`src/rtl/counter_overflow_if.sv`:
```
// Bundles the limit input and the three registered outputs of counter_overflow.
// The master drives the limit; the slave (the counter block) drives the results.
interface counter_overflow_if #(
  parameter int WIDTH = 8
);
  logic [WIDTH-1:0] i_LIM;
  logic [WIDTH-1:0] o_COUNT;
  logic             o_OVERFLOW;
  logic             o_CLK;

  modport master (
    output i_LIM,
    input  o_COUNT,
    input  o_OVERFLOW,
    input  o_CLK
  );

  modport slave (
    input  i_LIM,
    output o_COUNT,
    output o_OVERFLOW,
    output o_CLK
  );
endinterface

```
`src/rtl/counter_overflow.sv`:
```
// Saturating overflow counter with a sticky flag, plus an independent
// free-running clock divider. Both sections share only the clock and reset.
//
//   state    | meaning
//   ---------+-----------------------------------------------------------
//   ST_COUNT | counting elapsed edges, comparing the count against i_LIM
//   ST_OVF   | count reached the limit; count and flag hold until reset
module counter_overflow #(
  parameter int WIDTH    = 8,
  parameter int DIV_HALF = 2
) (
  input  logic              clk_slow,
  input  logic              i_RST,
  counter_overflow_if.slave bus
);

  localparam int DW = (DIV_HALF > 1) ? $clog2(DIV_HALF) : 1;
  localparam logic [DW-1:0] D_LAST = DW'(DIV_HALF - 1);
  localparam logic [WIDTH-1:0] ONE = {{(WIDTH-1){1'b0}}, 1'b1};

  // One-bit encoding so the sticky flag is the state flop itself.
  typedef enum logic {
    ST_COUNT = 1'b0,
    ST_OVF   = 1'b1
  } state_t;

  state_t           state_q, state_d;
  logic [WIDTH-1:0] count_q, count_d;
  logic [WIDTH-1:0] count_inc;

  logic [DW-1:0]    div_q, div_d;
  logic             clk_q, clk_d;

  // Counter section: state register
  always_ff @(posedge clk_slow or posedge i_RST) begin
    if (i_RST) begin
      state_q <= ST_COUNT;
      count_q <= '0;
    end else begin
      state_q <= state_d;
      count_q <= count_d;
    end
  end

  // The increment only happens while count_q < i_LIM, so it can never wrap.
  assign count_inc = count_q + ONE;

  always_comb begin
    state_d = state_q;
    count_d = count_q;
    unique case (state_q)
      ST_COUNT: begin
        if (count_q >= bus.i_LIM) begin
          state_d = ST_OVF;
        end else begin
          count_d = count_inc;
          if (count_inc >= bus.i_LIM) begin
            state_d = ST_OVF;
          end
        end
      end
      ST_OVF: begin
        state_d = ST_OVF;
      end
      default: begin
        state_d = ST_COUNT;
        count_d = '0;
      end
    endcase
  end

  // Divider section: free-running, unaffected by the overflow state
  always_ff @(posedge clk_slow or posedge i_RST) begin
    if (i_RST) begin
      div_q <= '0;
      clk_q <= 1'b0;
    end else begin
      div_q <= div_d;
      clk_q <= clk_d;
    end
  end

  always_comb begin
    div_d = div_q;
    clk_d = clk_q;
    if (div_q == D_LAST) begin
      div_d = '0;
      clk_d = ~clk_q;
    end else begin
      div_d = div_q + {{(DW-1){1'b0}}, 1'b1};
    end
  end

  assign bus.o_COUNT    = count_q;
  assign bus.o_OVERFLOW = (state_q == ST_OVF);
  assign bus.o_CLK      = clk_q;

endmodule

```
`src/flat_wrapper.sv`:
```
// flat-port wrapper written by rule: the top's interface ports become plain ports
module counter_overflow_flat 
#(
  parameter int WIDTH    = 8,
  parameter int DIV_HALF = 2
)
  (clk_slow, i_RST, bus_i_LIM, bus_o_COUNT, bus_o_OVERFLOW, bus_o_CLK);
  counter_overflow_if #(.WIDTH(WIDTH)) bus_i ();
  input  logic clk_slow;
  input  logic i_RST;
  input wire logic [$bits(bus_i.i_LIM)-1:0] bus_i_LIM;
  output wire logic [$bits(bus_i.o_COUNT)-1:0] bus_o_COUNT;
  output wire logic [$bits(bus_i.o_OVERFLOW)-1:0] bus_o_OVERFLOW;
  output wire logic [$bits(bus_i.o_CLK)-1:0] bus_o_CLK;
  assign bus_i.i_LIM = bus_i_LIM;
  assign bus_o_COUNT = bus_i.o_COUNT;
  assign bus_o_OVERFLOW = bus_i.o_OVERFLOW;
  assign bus_o_CLK = bus_i.o_CLK;
  counter_overflow #(.WIDTH(WIDTH), .DIV_HALF(DIV_HALF)) u_core (.clk_slow(clk_slow), .i_RST(i_RST), .bus(bus_i));
endmodule
```
`config.mk`:
```
export PLATFORM = sky130hd
export DESIGN_NAME = counter_overflow_flat
export DESIGN_NICKNAME = d
export VERILOG_FILES = /design/src/rtl/counter_overflow_if.sv /design/src/rtl/counter_overflow.sv /design/src/flat_wrapper.sv
export SDC_FILE = /design/constraint.sdc
export NUM_CORES = 1
export LEC_CHECK = 0
export BUFFER_PORTS_ARGS = -buffer_cell sky130_fd_sc_hd__buf_2
export CELL_PAD_IN_SITES_DETAIL_PLACEMENT = 1
export CELL_PAD_IN_SITES_GLOBAL_PLACEMENT = 1
export CORE_MARGIN = 8
export CORE_UTILIZATION = 30
export DETAILED_ROUTE_END_ITERATION = 16
export HOLD_SLACK_MARGIN = 0.02
export PLACE_DENSITY_LB_ADDON = 0.1
export SYNTH_ARGS = -nofsm -noshare
export SYNTH_HDL_FRONTEND = slang
export SYNTH_SLANG_ARGS = --single-unit
```
`constraint.sdc`:
```
create_clock -name clk_slow -period 2 [get_ports clk_slow]
set_input_delay 0 -clock clk_slow [delete_from_list [all_inputs] [get_ports clk_slow]]
set_output_delay 0 -clock clk_slow [all_outputs]
set_load 0.02 [all_outputs]
```
==> impl_metrics.tcl <==
set metrics [dict create \
    final_cells 155 \
    antenna_found_initial 0 \
    finalSetupViolations 0 \
    clkLatencyLatePin_ns 0.27 \
    critPathCaptureType "flip-flop" \
    grt_max_degree 12 \
    pwr-share-clk_pct 11.5 \
    overflow 0 \
    cts_root_buf "clkbuf_4" \
    syn_inst 90 \
    required_ns 2.16 \
    drv_slew 0 \
    max_slew_margin_pct 70.4 \
    met3_usage_pct 3.39 \
    first_iter_violations 6 \
    die_area_mm2 0.00507 \
    tritoncts "done" \
    numCtsBuffers 3 \
    combPwrFrac_pct 60.8 \
    min_period_over_period_pct 94.2 \
    drive_gt1_share_pct 35.2 \
    ys_types 26 \
    ys_ff_latch 11 \
    die_h_um 71.2 \
    synthAdderAreaFrac_pct 23.3 \
    die_x_um 71.2 \
    syn_to_final_growth_pct 27.0 \
    reg2reg_depth 7 \
    use_met2_pct 17.8 \
    status "finished, final reports clean" \
    h-tree-depth 1 \
    grt_use_total_pct 10.3 \
    rsz0062_at_grt "false" \
    synth.area.top_cells "dfrtp_1, ha_1, xnor2_1" \
    initial_core_util_pct 30.7 \
    synthSimpleGateAreaFrac_pct 10.7 \
    synth_warnings 0 \
    final_common_cell "buf_2" \
    worstMarginPinSlew_ns 0.443 \
    synth_xor_xnor_area_share_pct 13.4 \
    path_clk_slew_ns 0.08 \
    leakage_nw 0.576 \
    crit_fanout 3 \
    critPathKind "reg2reg" \
    grt_busiest_layer "met2" \
    critPathArrivalTime_ns 2.04 \
    vdd_drop_max_mv 0.640 \
    period_minus_slack_ns 1.88 \
    yosys.area.top_type "dfrtp_1" \
    internal_power_mw 0.739 \
    via_count 764 \
    holdPathStages 5 \
    place_ws_ns 0.0164 \
    tns_ns 0 \
    rows 20 \
    dp.cells 147 \
    synth.yosys.seq_area_share_pct 30.1 \
    setup_ws_ns 0.116 \
    holdCritPathClass "in2reg" \
    port_buffers 19 \
    hpwl_um 2010 \
    synth_fp_nets 117 \
    cts_buffer_depth 2 \
    grt_util_met1_pct 11.1 \
    avgSynthCellArea_um2 10.1 \
    num_io_pins 20 \
    skew_ns 0.00428 \
    synth.area.mux_share_pct 1.23 \
    final_util_pct 38.9 \
    stdcell_area_mm2 0.00116 \
    route.detailed.drc 0 \
    fill_cells 364 \
    wire_per_inst_um 14.9 \
    gp_congestion 0.766 \
    seqPwrFrac_pct 27.7 \
    first_pass_iters 3 \
    cts.sinks 11 \
    core_area_mm2 0.00298 \
    postRouteAntennaNets 0 \
    synth_top_family_by_area "adder cells" \
    grt_pass1_vias 888 \
    viasPerCell 4.93 \
    p_sw_mw 0.638 \
    synth_top_area_share_pct 30.1 \
    start_kind "flip-flop" \
    place_area_mm2 0.00109 \
    final_nets 150 \
    drt_wl_total_um 2310 \
    hold_violations 0 \
    final_cell_mix "buf_2, ha_1, inv_1" \
    syn_area_um2 913 \
    max_freq_mhz 531 \
    pwr_density_cell_mw_per_mm2 1190 \
    reg2reg_slack_ns 0.12 \
    swShare_pct 46.3 \
    maxCapViolCount 0 \
    n_antenna_cell 0 \
    synth_compound_area_share_pct 17.1 \
    grt_pass1_wl_um 4120 \
]
-- Yosys cell counts (all sizes together) --
cell	count
nand3	4
mux2	1
o2111a	1
a21boi	1
o211ai	5
xnor2	7
nand4	1
nor2	5
o21ai	2
inv	10
ha	17
a21oi	2
o21a	1
xor2	7
a211o	1
nor3	1
nor3b	1
nand2	5
a211oi	5
and2	1
o2111ai	1
dfrtp	11
-- logic make-up after synthesis --
logic type | count (synthesis)
mux | 1
fa+ha+maj | 17
flops | 11
simple gates | 18
xor+xnor | 14
buf+inv | 10
compound gates | 19
-- sequential cells by signal, summed over array words and instances, names as in the netlist --
signal and flops:
u_core.bus.o_OVERFLOW 1, u_core.bus.o_CLK 1, u_core.bus.o_COUNT 8, u_core.div_q 1
-- repair_timing --
item                                    CTS  global route
hold buffers                              1             0
setup buffers                             2             1
pin swaps                                 0             1
hold endpoints to repair                 11             0
endpoints found under the setup margin    1             1
gates resized for setup                   0             5
-- power by group through the flow --
stage               registers (mW)  clock network (mW)  logic, mW
floorplan                    0.466                   0      0.443
global placement             0.392                   0      0.773
detailed placement           0.399                   0      0.778
CTS                          0.384               0.167      0.825
global route                 0.396               0.172      0.959
finish                       0.382               0.158      0.837
-- layout make-up --
class                      instances  area (um2)  area share, %
tap                               33        41.3           3.56
multi-input combinational         69         611           52.6
sequential                        11         278           23.9
clock buffer                       3        22.5           1.94
timing repair buffer              28         165           14.2
inverter                          10        37.5           3.24
clock inverter                     1        5.00          0.432
-- stage by stage --
stage | power, mW | hold slack [ns]
6_report | 1.38 | 0.233
5_1_grt | 1.53 | 0.274
4_1_cts | 1.37 | 0.234
3_5_place_dp | 1.18 | 0.0263
3_3_place_gp | 1.16 | 0.0190
2_1_floorplan | 0.908 | -0.148
-- final timing paths --
kind,endpoint,start
worst max register to register,u_core.bus.o_COUNT[1]$_DFFE_PP0P_,u_core.bus.o_COUNT[0]$_DFFE_PP0P_
min in group asynchronous,u_core.bus.o_COUNT[5]$_DFFE_PP0P_,i_RST
worst min-delay path,u_core.bus.o_OVERFLOW$_DFF_PP0_,bus_i_LIM[7]
worst max-delay path,u_core.bus.o_COUNT[1]$_DFFE_PP0P_,u_core.bus.o_COUNT[0]$_DFFE_PP0P_
max in group asynchronous,u_core.bus.o_COUNT[3]$_DFFE_PP0P_,i_RST
worst min register to register,u_core.div_q$_DFF_PP0_,u_core.div_q$_DFF_PP0_
-- per-layer routing --
layer | wire, um | share of wire, % | vias up
met2 | 1160 | 50 | 15
li1 | - | - | 387
met4 | 34 | 1.5 | 0
met3 | 119 | 5.1 | 4
met1 | 999 | 43 | 358
met5 | 0 | 0 | -
-- worst max-delay path: stages, from the launching register on --
cell and delay [ns]:
dfrtp_1 0.41, buf_4 0.15, inv_1 0.08, ha_1 0.26
nor3b_2 0.23, o21ai_2 0.12, a21oi_2 0.19, mux2_1 0.33
No activity file was read; power rests on OpenSTA's default activity.
